--- src/rtl/hazard_stall_ctrl.sv ---
// Stall/flush controller for the 5-stage MIPS core: load-use, branch-operand and
// mult/div hazards, redirect squash, stall watchdog. Define HAZARD_PERF_EN for stall_cnt.
module hazard_stall_ctrl #(
   parameter int MD_LATENCY = 4,
   parameter int STALL_MAX  = 15
) (
   input  logic        clk,
   input  logic        rst_n,
   input  logic [4:0]  ifid_rs,
   input  logic [4:0]  ifid_rt,
   input  logic        ifid_uses_rt,
   input  logic        ifid_is_branch,
   input  logic        ifid_is_md,
   input  logic [4:0]  idex_rd,
   input  logic        idex_regwr,
   input  logic        idex_memrd,
   input  logic [4:0]  exmem_rd,
   input  logic        exmem_memrd,
   input  logic        ex_md_start,
   input  logic        branch_taken,
   input  logic        jump,
   output logic        pc_we,
   output logic        ifid_we,
   output logic        idex_flush,
   output logic        ifid_flush,
   output logic        md_busy,
   output logic        md_done,
   output logic        hazard_err,
   output logic [15:0] stall_cnt
);

   typedef enum logic [1:0] {MD_IDLE, MD_BUSY, MD_DONE} md_state_t;

   localparam int MD_CW  = (MD_LATENCY > 1) ? $clog2(MD_LATENCY) : 1;
   localparam int RUN_CW = $clog2(STALL_MAX + 1);
   localparam logic [MD_CW-1:0]  MD_RELOAD = MD_CW'(MD_LATENCY - 1);
   localparam logic [RUN_CW-1:0] RUN_MAX   = RUN_CW'(STALL_MAX);
   localparam logic [RUN_CW-1:0] RUN_LAST  = RUN_CW'(STALL_MAX - 1);

   md_state_t         state;
   logic [MD_CW-1:0]  md_cnt;
   logic [RUN_CW-1:0] run_cnt;
   logic              lu_stall, br_stall, md_stall, stall;
   logic              md_err, wd_hit;

   // $0 is hardwired, so a zero destination never feeds a consumer.
   function automatic logic dep_match(input logic [4:0] d, input logic [4:0] rs,
                                      input logic [4:0] rt, input logic uses_rt);
      return (d != 5'd0) && ((d == rs) || (uses_rt && (d == rt)));
   endfunction

   assign lu_stall = idex_memrd && dep_match(idex_rd, ifid_rs, ifid_rt, ifid_uses_rt);
   assign br_stall = ifid_is_branch &&
                     ((idex_regwr  && dep_match(idex_rd,  ifid_rs, ifid_rt, ifid_uses_rt)) ||
                      (exmem_memrd && dep_match(exmem_rd, ifid_rs, ifid_rt, ifid_uses_rt)));
   assign md_stall = ifid_is_md && (state == MD_BUSY);
   assign stall    = lu_stall || br_stall || md_stall;

   assign pc_we      = !stall;
   assign ifid_we    = !stall;
   assign idex_flush = stall;
   // A stalled branch has not resolved yet, so its redirect must not squash.
   assign ifid_flush = (branch_taken || jump) && !stall;

   assign md_busy = (state == MD_BUSY);
   assign md_done = (state == MD_DONE);
   assign md_err  = (state == MD_BUSY) && ex_md_start;
   assign wd_hit  = stall && (run_cnt >= RUN_LAST);

   // NOTE: state registers use non-blocking assignments so every flop samples pre-edge values.
   always_ff @(posedge clk or negedge rst_n) begin
      if (!rst_n) begin
         state  <= MD_IDLE;
         md_cnt <= '0;
      end else begin
         unique case (state)
            MD_IDLE: if (ex_md_start) begin
               state  <= MD_BUSY;
               md_cnt <= MD_RELOAD;
            end
            MD_BUSY: if (md_cnt == '0) state <= MD_DONE;
                     else md_cnt <= md_cnt - MD_CW'(1);
            MD_DONE: if (ex_md_start) begin
               state  <= MD_BUSY;
               md_cnt <= MD_RELOAD;
            end else begin
               state  <= MD_IDLE;
            end
            default: state <= MD_IDLE;
         endcase
      end
   end

   always_ff @(posedge clk or negedge rst_n) begin
      if (!rst_n) begin
         run_cnt    <= '0;
         hazard_err <= 1'b0;
      end else begin
         if (!stall)                 run_cnt <= '0;
         else if (run_cnt != RUN_MAX) run_cnt <= run_cnt + RUN_CW'(1);
         if (md_err || wd_hit)       hazard_err <= 1'b1;
      end
   end

`ifdef HAZARD_PERF_EN
   logic [15:0] perf_cnt;

   always_ff @(posedge clk or negedge rst_n) begin
      if (!rst_n)                              perf_cnt <= '0;
      else if (stall && (perf_cnt != 16'hFFFF)) perf_cnt <= perf_cnt + 16'd1;
   end

   assign stall_cnt = perf_cnt;
`else
   assign stall_cnt = '0;
`endif

endmodule

--- config.mk ---
export PLATFORM = sky130hd
export DESIGN_NAME = hazard_stall_ctrl
export DESIGN_NICKNAME = d
export VERILOG_FILES = /design/src/rtl/hazard_stall_ctrl.sv
export SDC_FILE = /design/constraint.sdc
export NUM_CORES = 1
export LEC_CHECK = 0
export ABC_CLOCK_PERIOD_IN_PS = 2100
export CORE_AREA = 5 5 47 57
export DETAILED_ROUTE_END_ITERATION = 7
export DIE_AREA = 0 0 52 62
export DONT_BUFFER_PORTS = 1
export GPL_TIMING_DRIVEN = 0
export PLACE_DENSITY = 0.59
export SLEW_MARGIN = 20
export SYNTH_ARGS = -nofsm -noshare
export SYNTH_HDL_FRONTEND = slang
export SYNTH_SLANG_ARGS = --single-unit
export TNS_END_PERCENT = 10
--- constraint.sdc ---
create_clock -name clk -period 2.1 [get_ports clk]
set_clock_uncertainty 0.15 [all_clocks]
set_input_delay 0.315 -clock clk [delete_from_list [all_inputs] [get_ports clk]]
set_output_delay 0.315 -clock clk [all_outputs]
set_load 0.05 [all_outputs]
# Word-level counts from Yosys, hierarchy flattened
# Cells that the tools add are included.
word_totals:
  reg_bits: 9
  output_inout_bits: 23
  romBits: 0
  mem_count: 0
  wordCells: 56
  latch_bits: 0
  mem_bits_rw: 0
classes:
  bitwise: 0
  n_mul: 0
  n_div: 0
  eq_ne: 12
  mux: 9
  addsub: 2
  n_lt_le_gt_ge: 1
  reduce_logical: 28
  shift: 0
op_table:
  columns: ["op", "count"]
  rows:
  - ["$eq 5x5->1", 4]
  - ["$logic_and 1x1->1", 12]
  - ["$reduce_bool 5->1", 2]
  - ["$mux 2", 4]
  - ["$mux 4", 2]
  - ["$logic_or 1x1->1", 7]
  - ["$ne 2x1->1 const B", 3]
  - ["$pmux 2 s3", 1]
  - ["$add 4x1->4 const B", 1]
  - ["$ge 4x4->1 const B", 1]
  - ["$logic_not 2->1", 2]
  - ["$ne 2x2->1 const B", 2]
  - ["$ne 4x4->1 const B", 1]
  - ["$pmux 2 s2", 1]
  - ["$reduce_and 3->1", 1]
  - ["$eq 2x1->1 const B", 1]
  - ["$eq 2x2->1 const B", 1]
  - ["$reduce_and 2->1", 1]
  - ["$reduce_bool 2->1", 1]
  - ["$reduce_or 2->1", 1]
  - ["$sub 2x1->2 const B", 1]
  - ["$logic_not 1->1", 1]
  - ["$mux 1", 1]

# Depth between registers and ports, before layout
# Gate-level depths: netlist (run 1).
logic_depth:
  word_depth: 11
  mapped_depth: 6

# Worst setup path before layout (run 1)
# Ideal clock, no wire load.
synth_path:
  path_kind: "register -> output"
  startpoint: "register state[0]"
  endpoint: "output pc_we"
  n_path_buf: 1
  path_stages_with_launch: 5
  setup_slack_ns: -0.669
  arrival_time_ns: 2.304
  path_cell_list: "dfrtp_1 -> nor2b_1 -> a22oi_1 -> and2_1 -> buf_4"
synth_between:
  elab_chain_cells: 4
synth_rtl:
  columns: ["item", "line_no", "source"]
  rows:
  - ["from (decl)", "40", "md_state_t state;"]
  - ["from (signal assigned)", "73", "state <= MD_IDLE;"]
  - ["from (signal assigned)", "78", "state <= MD_BUSY;"]
  - ["from (signal assigned)", "81", "MD_BUSY: if (md_cnt == '0) state <= MD_DONE;"]
  - ["$eq 2x1->1", null, null]
  - ["named net md_busy", "26", "output logic md_busy,"]
  - ["$logic_and 1x1->1", "56", "assign md_stall = ifid_is_md && (state == MD_BUSY);"]
  - ["$logic_or 1x1->1", "57", "assign stall = lu_stall || br_stall || md_stall;"]
  - ["$logic_not 1->1", null, null]
  - ["to (decl)", "22", "output logic pc_we,"]
# The timed path passes the listed nets, and every way through them passes these cells.

# Final worst setup path (run 1)
layout_path:
  startpoint: "input exmem_rd[1]"
  endpoint: "output pc_we"
layout_between:
  elab_chain_cells: 10
layout_rtl:
  columns: ["item", "line_no", "source"]
  rows:
  - ["from (decl)", "17", "input logic [4:0] exmem_rd,"]
  - ["$eq 5x5->1", "49", "return (d != 5'd0) && ((d == rs) || (uses_rt && (d == rt)));"]
  - ["$logic_and 1x1->1", "49", null]
  - ["$logic_or 1x1->1", "49", null]
  - ["$logic_and 1x1->1 *", "49", null]
  - ["$logic_and 1x1->1 *", "55", "(exmem_memrd && dep_match(exmem_rd, ifid_rs, ifid_rt, ifid_uses_rt)));"]
  - ["$logic_or 1x1->1 *", "54", "((idex_regwr && dep_match(idex_rd, ifid_rs, ifid_rt, ifid_uses_rt)) ||"]
  - ["$logic_and 1x1->1 *", "53", "assign br_stall = ifid_is_branch &&"]
  - ["$logic_or 1x1->1 * (2 in a row)", "57", null]
  - ["$logic_not 1->1 *", null, null]
# Every way passes the cells marked *; elsewhere a longest branch is shown, timed or not.

==> impl_metrics.json, run 1 <==
{
  "outcome": "complete, but fails checks",
  "violations": "negative setup slack",
  "crit-reg2reg-launch": "state[1]",
  "post-synth-top-area-fraction": 0.254,
  "critical_path.max_stage_delay_ns": 0.52,
  "timing.setup.critical_path_class": "in2out",
  "fillerInstances": 206,
  "clock-sinks": 9,
  "path_cells": "or4_4 -> o211ai_2 -> nand2b_4 -> and2_4 -> buf_8",
  "critical_path_arrival_ns": 1.68,
  "wl_per_cell_um": 12.2,
  "worst-endpoint-required_ns": 1.63,
  "relSlewSlack": 0.384,
  "post-route-drc-count": 0,
  "netlist_area_um2": 887,
  "hpwl_mm": 1.63,
  "synthToLayoutAreaGrowth_pct": 22.4,
  "worstSkewPairLatency_ns": 0.26,
  "drv.max_cap_violation_count": 0,
  "synth_area_leaders": "sky130_fd_sc_hd__dfrtp_1, sky130_fd_sc_hd__xnor2_1, sky130_fd_sc_hd__buf_4",
  "grt_first_pass_wirelength_mm": 3.05,
  "synth-seq-area-share": 0.254,
  "drt_pass1_iterations": 2,
  "fp-row-count": 18,
  "critical_path.startpoint": "exmem_rd[1]",
  "grt_util_all_layers": 0.127,
  "die_w_um": 52,
  "slew_viol_final": 0,
  "worstReg2RegEnd": "run_cnt[3]",
  "cts_made_buffers": 3,
  "unrepaired_setup_endpoints_after_global_routing": "yes",
  "routed-via-count": 716,
  "final_util": 0.530,
  "grt_pass1_vias": 755,
  "num-nets-final": 160,
  "synthDominantAreaCellType": "sky130_fd_sc_hd__dfrtp_1",
  "hold_depth": 2,
  "regToRegSetupSlack_ns": 0.26,
  "fp.dieH_um": 62,
  "clkTransAtPathRegs_ns": 0.07,
  "yosys_warnings": 0,
  "last_weighted_congestion_value_of_the_routability_driven_placer": 0.713,
  "post_route_cells_drive_above_1_share": 0.272,
  "number_of_enable_type_register_cells_in_the_synthesized_netlist": 0,
  "p_leak_uw": 0.000476,
  "placeableCoreArea_um2": 2050,
  "detail_route.vias_per_cell": 4.62,
  "root_buffer": "sky130_fd_sc_hd__clkbuf_4",
  "diode_insertion_count_for_antenna_repair": 0,
  "synth.avg_cell_area_um2": 8.78,
  "antenna_found_initial": 0,
  "clock.fmax_mhz": 467,
  "worst_voltage_drop_across_the_vdd_grid_mv": 0.690,
  "worstSetupEndpointType": "output port",
  "io-pin-count": 54,
  "final_setup_violating_endpoints": 1,
  "antenna_left": 0,
  "postRouteWirelength_mm": 1.89,
  "gate_count_of_the_mapped_netlist": 101,
  "htreeDepth": 1,
  "synth.ff_latch_count": 9,
  "timing_worst_slew_pin_value_ns": 0.921,
  "finalHoldViolCount": 0,
  "timing.hold.worst.start": "ex_md_start",
  "drtIter0Drc": 6,
  "synth_flop_cell": "sky130_fd_sc_hd__dfrtp_1",
  "floorplan.die_area_um2": 3220,
  "holdPathEnd": "hazard_err",
  "cell_with_the_largest_stage_delay_on_the_worst_path": "sky130_fd_sc_hd__or4_4",
  "synth.lib_cells_used.distinct": 28,
  "postPlaceCellArea_um2": 991,
  "buffer_ports.inserted": 0,
  "power-per-cell-area_nw_per_um2": 943,
  "overflow": 0,
  "worst_reg2reg_path_depth": 5,
  "ys_async_sr_fraction": 1.00,
  "post-route-worst-setup-slack_ns": -0.0417,
  "cp_launch_type": "input port",
  "min_delay_path_class": "in2reg",
  "final_period_minus_worst_setup_slack_ns": 2.14,
  "tritoncts_clock_tree": "yes",
  "grt_max_degree": 10,
  "clk_path_buf_depth": 2,
  "crit_fanout": 7,
  "final.period_utilization": 1.02,
  "final_design_area_no_fill_um2": 1090,
  "floorplan.initialDensity": 0.433
}
==> worst max-delay path by stage <==
stage                             to
after floorplan                pc_we
after global placement         pc_we
after detailed placement       pc_we
after CTS                 idex_flush
after global routing           pc_we
final                          pc_we
==> stage by stage <==
stage	setup WS [ns]	std cells	hold slack (ns)	TNS, ns	total power [uW]
after floorplan	0.0308	116	-0.131	0	756
after CTS	-0.0671	154	0.0602	-0.135	1000
after detailed placement	-0.142	146	-0.130	-0.269	812
after global routing	-0.0965	155	0.0597	-0.118	1090
final	-0.0417	155	0.0571	-0.0417	1020
after global placement	-0.139	146	-0.130	-0.257	801
==> area by class of cell <==
cell class,count,area (um2),area share
multi-input combinational,85,603,0.555
sequential,9,225,0.207
buffer,17,135,0.124
timing repair buffer,5,40.0,0.0369
tap,30,37.5,0.0346
clock buffer,4,26.3,0.0242
inverter,5,18.8,0.0173
==> Yosys cell counts (2+ instances only) <==
library cell,number
sky130_fd_sc_hd__a221oi_1,2
sky130_fd_sc_hd__a21oi_1,6
sky130_fd_sc_hd__o211ai_1,2
sky130_fd_sc_hd__nand2_1,5
sky130_fd_sc_hd__nand4_1,2
sky130_fd_sc_hd__ha_1,3
sky130_fd_sc_hd__nor2b_1,2
sky130_fd_sc_hd__dfrtp_1,9
sky130_fd_sc_hd__buf_4,17
sky130_fd_sc_hd__nor2_1,4
sky130_fd_sc_hd__xnor2_1,22
sky130_fd_sc_hd__nor3_1,3
sky130_fd_sc_hd__inv_1,5
sky130_fd_sc_hd__nand3_1,4
sky130_fd_sc_hd__and2_1,2
==> critical path: cells and delay by family <==
kind	cells	cell delay, ns
and+or+nand+nor	3	1.02
buffers and inverters	1	0.17
AOI/OAI and AO/OA	1	0.17
==> repair_timing <==
action                     CTS  global route
resized for setup            3             4
cloned                       0             0
buffers inserted             3             1
hold buffers                 1             0
setup endpoints to repair    4             3
hold endpoints to repair     9             0
pin swaps                    2             1
==> state kept, by name, indices dropped and copies added (netlist names) <==
name        flops
run_cnt         4
state           2
md_cnt          2
hazard_err      1
==> report_power, final <==
part / internal, uW / switching, uW
combinational: 240 / 376
sequential: 226 / 46.3
clock: 73.2 / 62.5
==> logic make-up after synthesis <==
group | Yosys count | share of synthesized area
other cells | 1 | 0.00423
xor+xnor | 22 | 0.217
fa+ha+maj | 3 | 0.0423
simple gates | 26 | 0.166
mux | 1 | 0.0127
buf+inv | 22 | 0.165
flops | 9 | 0.254
compound gates | 17 | 0.138
==> per-layer routing <==
metal / vias to the layer above / global-route usage / part of all wire
met3: 2 / 0.0406 / 0.11
met1: 316 / 0.136 / 0.39
li1: 362 / - / -
met5: - / 0 / 0
met2: 36 / 0.223 / 0.49
met4: 0 / 0.0674 / 0.014
==> layout by cell type (no fill, tap or decap), types with 2 or more instances in the layout <==
cell type	Yosys	routed
sky130_fd_sc_hd__xnor2_1	22	22
sky130_fd_sc_hd__buf_4	17	20
sky130_fd_sc_hd__conb_1	1	16
sky130_fd_sc_hd__dfrtp_1	9	9
sky130_fd_sc_hd__a21oi_1	6	6
sky130_fd_sc_hd__inv_1	5	5
sky130_fd_sc_hd__nand3_1	4	4
sky130_fd_sc_hd__nand2_1	5	4
sky130_fd_sc_hd__nor2_1	4	4
sky130_fd_sc_hd__nor3_1	3	3
sky130_fd_sc_hd__ha_1	3	3
sky130_fd_sc_hd__clkbuf_4	0	3
sky130_fd_sc_hd__nand4_1	2	2
sky130_fd_sc_hd__o211ai_1	2	2
sky130_fd_sc_hd__a221oi_1	2	2
No activity file was read; power rests on OpenSTA's default activity.
==> run 2, diff against run 1 <==
--- a/config.mk
+++ b/config.mk
@@ -6,6 +6,7 @@
 export NUM_CORES = 1
 export LEC_CHECK = 0
 export ABC_CLOCK_PERIOD_IN_PS = 2100
+export CAP_MARGIN = 40
 export CORE_AREA = 5 5 47 57
 export DETAILED_ROUTE_END_ITERATION = 7
 export DIE_AREA = 0 0 52 62
==> run 2 against run 1 <==
The run still ends with negative setup slack left. Global-route usage grew 0.15 points. Die area is the same. Worst hold slack is essentially flat. Cell count grew 0.65%. Design area shrank 0.12%. Largest power group unchanged.
==> impl_metrics.json, run 2 (same netlist as run 1, synthesis figures left out) <==
{
  "io-pin-count": 54,
  "hpwl_mm": 1.64,
  "drt_pass1_iterations": 4,
  "synthToLayoutAreaGrowth_pct": 22.3,
  "crit-reg2reg-launch": "state[1]",
  "total_switching_power_uw": 483,
  "clkTransAtPathRegs_ns": 0.07,
  "die_w_um": 52,
  "grt_max_degree": 10,
  "p_sw_frac": 0.473,
  "grt_first_pass_wirelength_mm": 3.06,
  "slew_viol_final": 0,
  "p_leak_uw": 0.000480,
  "cts_made_buffers": 3,
  "flip_flop_count_of_the_largest_register_after_layout": 4,
  "fp-row-count": 18,
  "violations": "negative setup slack",
  "critical_path_arrival_ns": 1.67,
  "power_frac_comb": 0.600,
  "placed_cells_incl_taps": 147,
  "top_regs": "run_cnt (4), md_cnt (2), state (2)",
  "drv.max_cap_violation_count": 0,
  "finalHoldViolCount": 0,
  "final_setup_violating_endpoints": 1,
  "worstSetupEndpointType": "output port",
  "power-per-cell-area_nw_per_um2": 940,
  "layout_commonest_cell": "sky130_fd_sc_hd__xnor2_1",
  "post-route-worst-setup-slack_ns": -0.0396,
  "routed-via-count": 724,
  "clock-sinks": 9,
  "min_delay_path_class": "in2reg",
  "floorplan.initialDensity": 0.433,
  "root_buffer": "sky130_fd_sc_hd__clkbuf_4",
  "final.period_utilization": 1.02,
  "power_report.internal_total_uw": 537,
  "crit_fanout": 5,
  "critical_path.startpoint": "state[1]",
  "clock.fmax_mhz": 467,
  "antenna_found_initial": 0,
  "timing.setup.critical_path_class": "reg2out",
  "worst_voltage_drop_across_the_vdd_grid_mv": 0.749,
  "num-nets-final": 161,
  "final_cells": 156,
  "clkPwrFrac": 0.133,
  "totalNegativeSetupSlack_ns": -0.0396,
  "timing.hold.worst.start": "ex_md_start",
  "grt_util_all_layers": 0.128,
  "tritoncts_clock_tree": "yes",
  "final_util": 0.529,
  "worst-endpoint-required_ns": 1.63,
  "top_register": "run_cnt",
  "cp_launch_type": "flop",
  "wl_per_cell_um": 12.1,
  "clk_path_buf_depth": 2,
  "mostFrequentLayoutCells": "sky130_fd_sc_hd__xnor2_1, sky130_fd_sc_hd__buf_4, sky130_fd_sc_hd__conb_1",
  "share_seq_of_total_power": 0.267,
  "grt_pass1_vias": 743,
  "fp.dieH_um": 62,
  "htreeDepth": 1,
  "worstSkewPairLatency_ns": 0.26,
  "post_route_cells_drive_above_1_share": 0.278,
  "placeableCoreArea_um2": 2050,
  "last_weighted_congestion_value_of_the_routability_driven_placer": 0.713,
  "final_period_minus_worst_setup_slack_ns": 2.14,
  "outcome": "complete, but fails checks",
  "diode_insertion_count_for_antenna_repair": 0,
  "overflow": 0,
  "unrepaired_setup_endpoints_after_global_routing": "yes",
  "post-route-drc-count": 0,
  "postRouteWirelength_mm": 1.89,
  "buffer_ports.inserted": 0,
  "drtIter0Drc": 4,
  "floorplan.die_area_um2": 3220,
  "detail_route.vias_per_cell": 4.64,
  "antenna_left": 0
}
[run 2: power by group through the flow]
stage / sequential (uW) / combinational [uW] / clock (uW)
after CTS: 271 / 598 / 140
after global routing: 278 / 665 / 144
final: 272 / 612 / 136
after detailed placement: 282 / 536 / 0
after global placement: 279 / 521 / 0
after floorplan: 272 / 485 / 0
[run 2: final cells by class]
cell class / instances / area, um2
buffer: 17 / 135
clock buffer: 4 / 26.3
fill: 204 / 965
inverter: 5 / 18.8
multi-input combinational: 85 / 594
sequential: 9 / 225
tap: 30 / 37.5
timing repair buffer: 6 / 47.5
[run 2: path summary, 6_finish.rpt]
| check | to | slack, ns | cells after the start |
|---|---|---|---|
| worst max-delay path | pc_we | -0.04 | 4 |
| worst min-delay path | hazard_err | 0.06 | 2 |
| worst max register to register | run_cnt[3] | 0.40 | 4 |
| worst min register to register | md_cnt[1] | 0.42 | 2 |
| max in group asynchronous | run_cnt[1] | 1.21 | 1 |
| min in group asynchronous | state[1] | 0.28 | 1 |
[run 2: repair_timing]
item / CTS / global route
setup endpoints to repair: 4 / 3
hold endpoints to repair: 9 / 0
pin swaps: 2 / 2
setup buffers: 3 / 1
hold buffers: 1 / 0
gates resized for setup: 3 / 3
[run 2: through the flow]
step | hold WS, ns | setup WS, ns | cell area [um2] | total power [uW]
global placement | -0.130 | -0.139 | 991 | 801
CTS | 0.0602 | -0.0631 | 1070 | 1010
finish | 0.0574 | -0.0396 | 1080 | 1020
floorplan | -0.131 | 0.0308 | 953 | 756
global route | 0.0606 | -0.123 | 1080 | 1090
detailed placement | -0.130 | -0.146 | 998 | 818
[run 2: layer usage]
layer / part of all wire / up-vias / track usage
li1: - / 363 / -
met1: 0.38 / 318 / 0.138
met2: 0.47 / 39 / 0.221
met3: 0.12 / 4 / 0.0382
met4: 0.027 / 0 / 0.0787
met5: 0 / - / 0
[run 2: worst max-delay path: stages, from the launching register on]
cell and delay [ns]:
sky130_fd_sc_hd__dfrtp_1 0.41, sky130_fd_sc_hd__nor2b_4 0.38, sky130_fd_sc_hd__a22oi_2 0.19, sky130_fd_sc_hd__and2_4 0.26, sky130_fd_sc_hd__buf_8 0.16
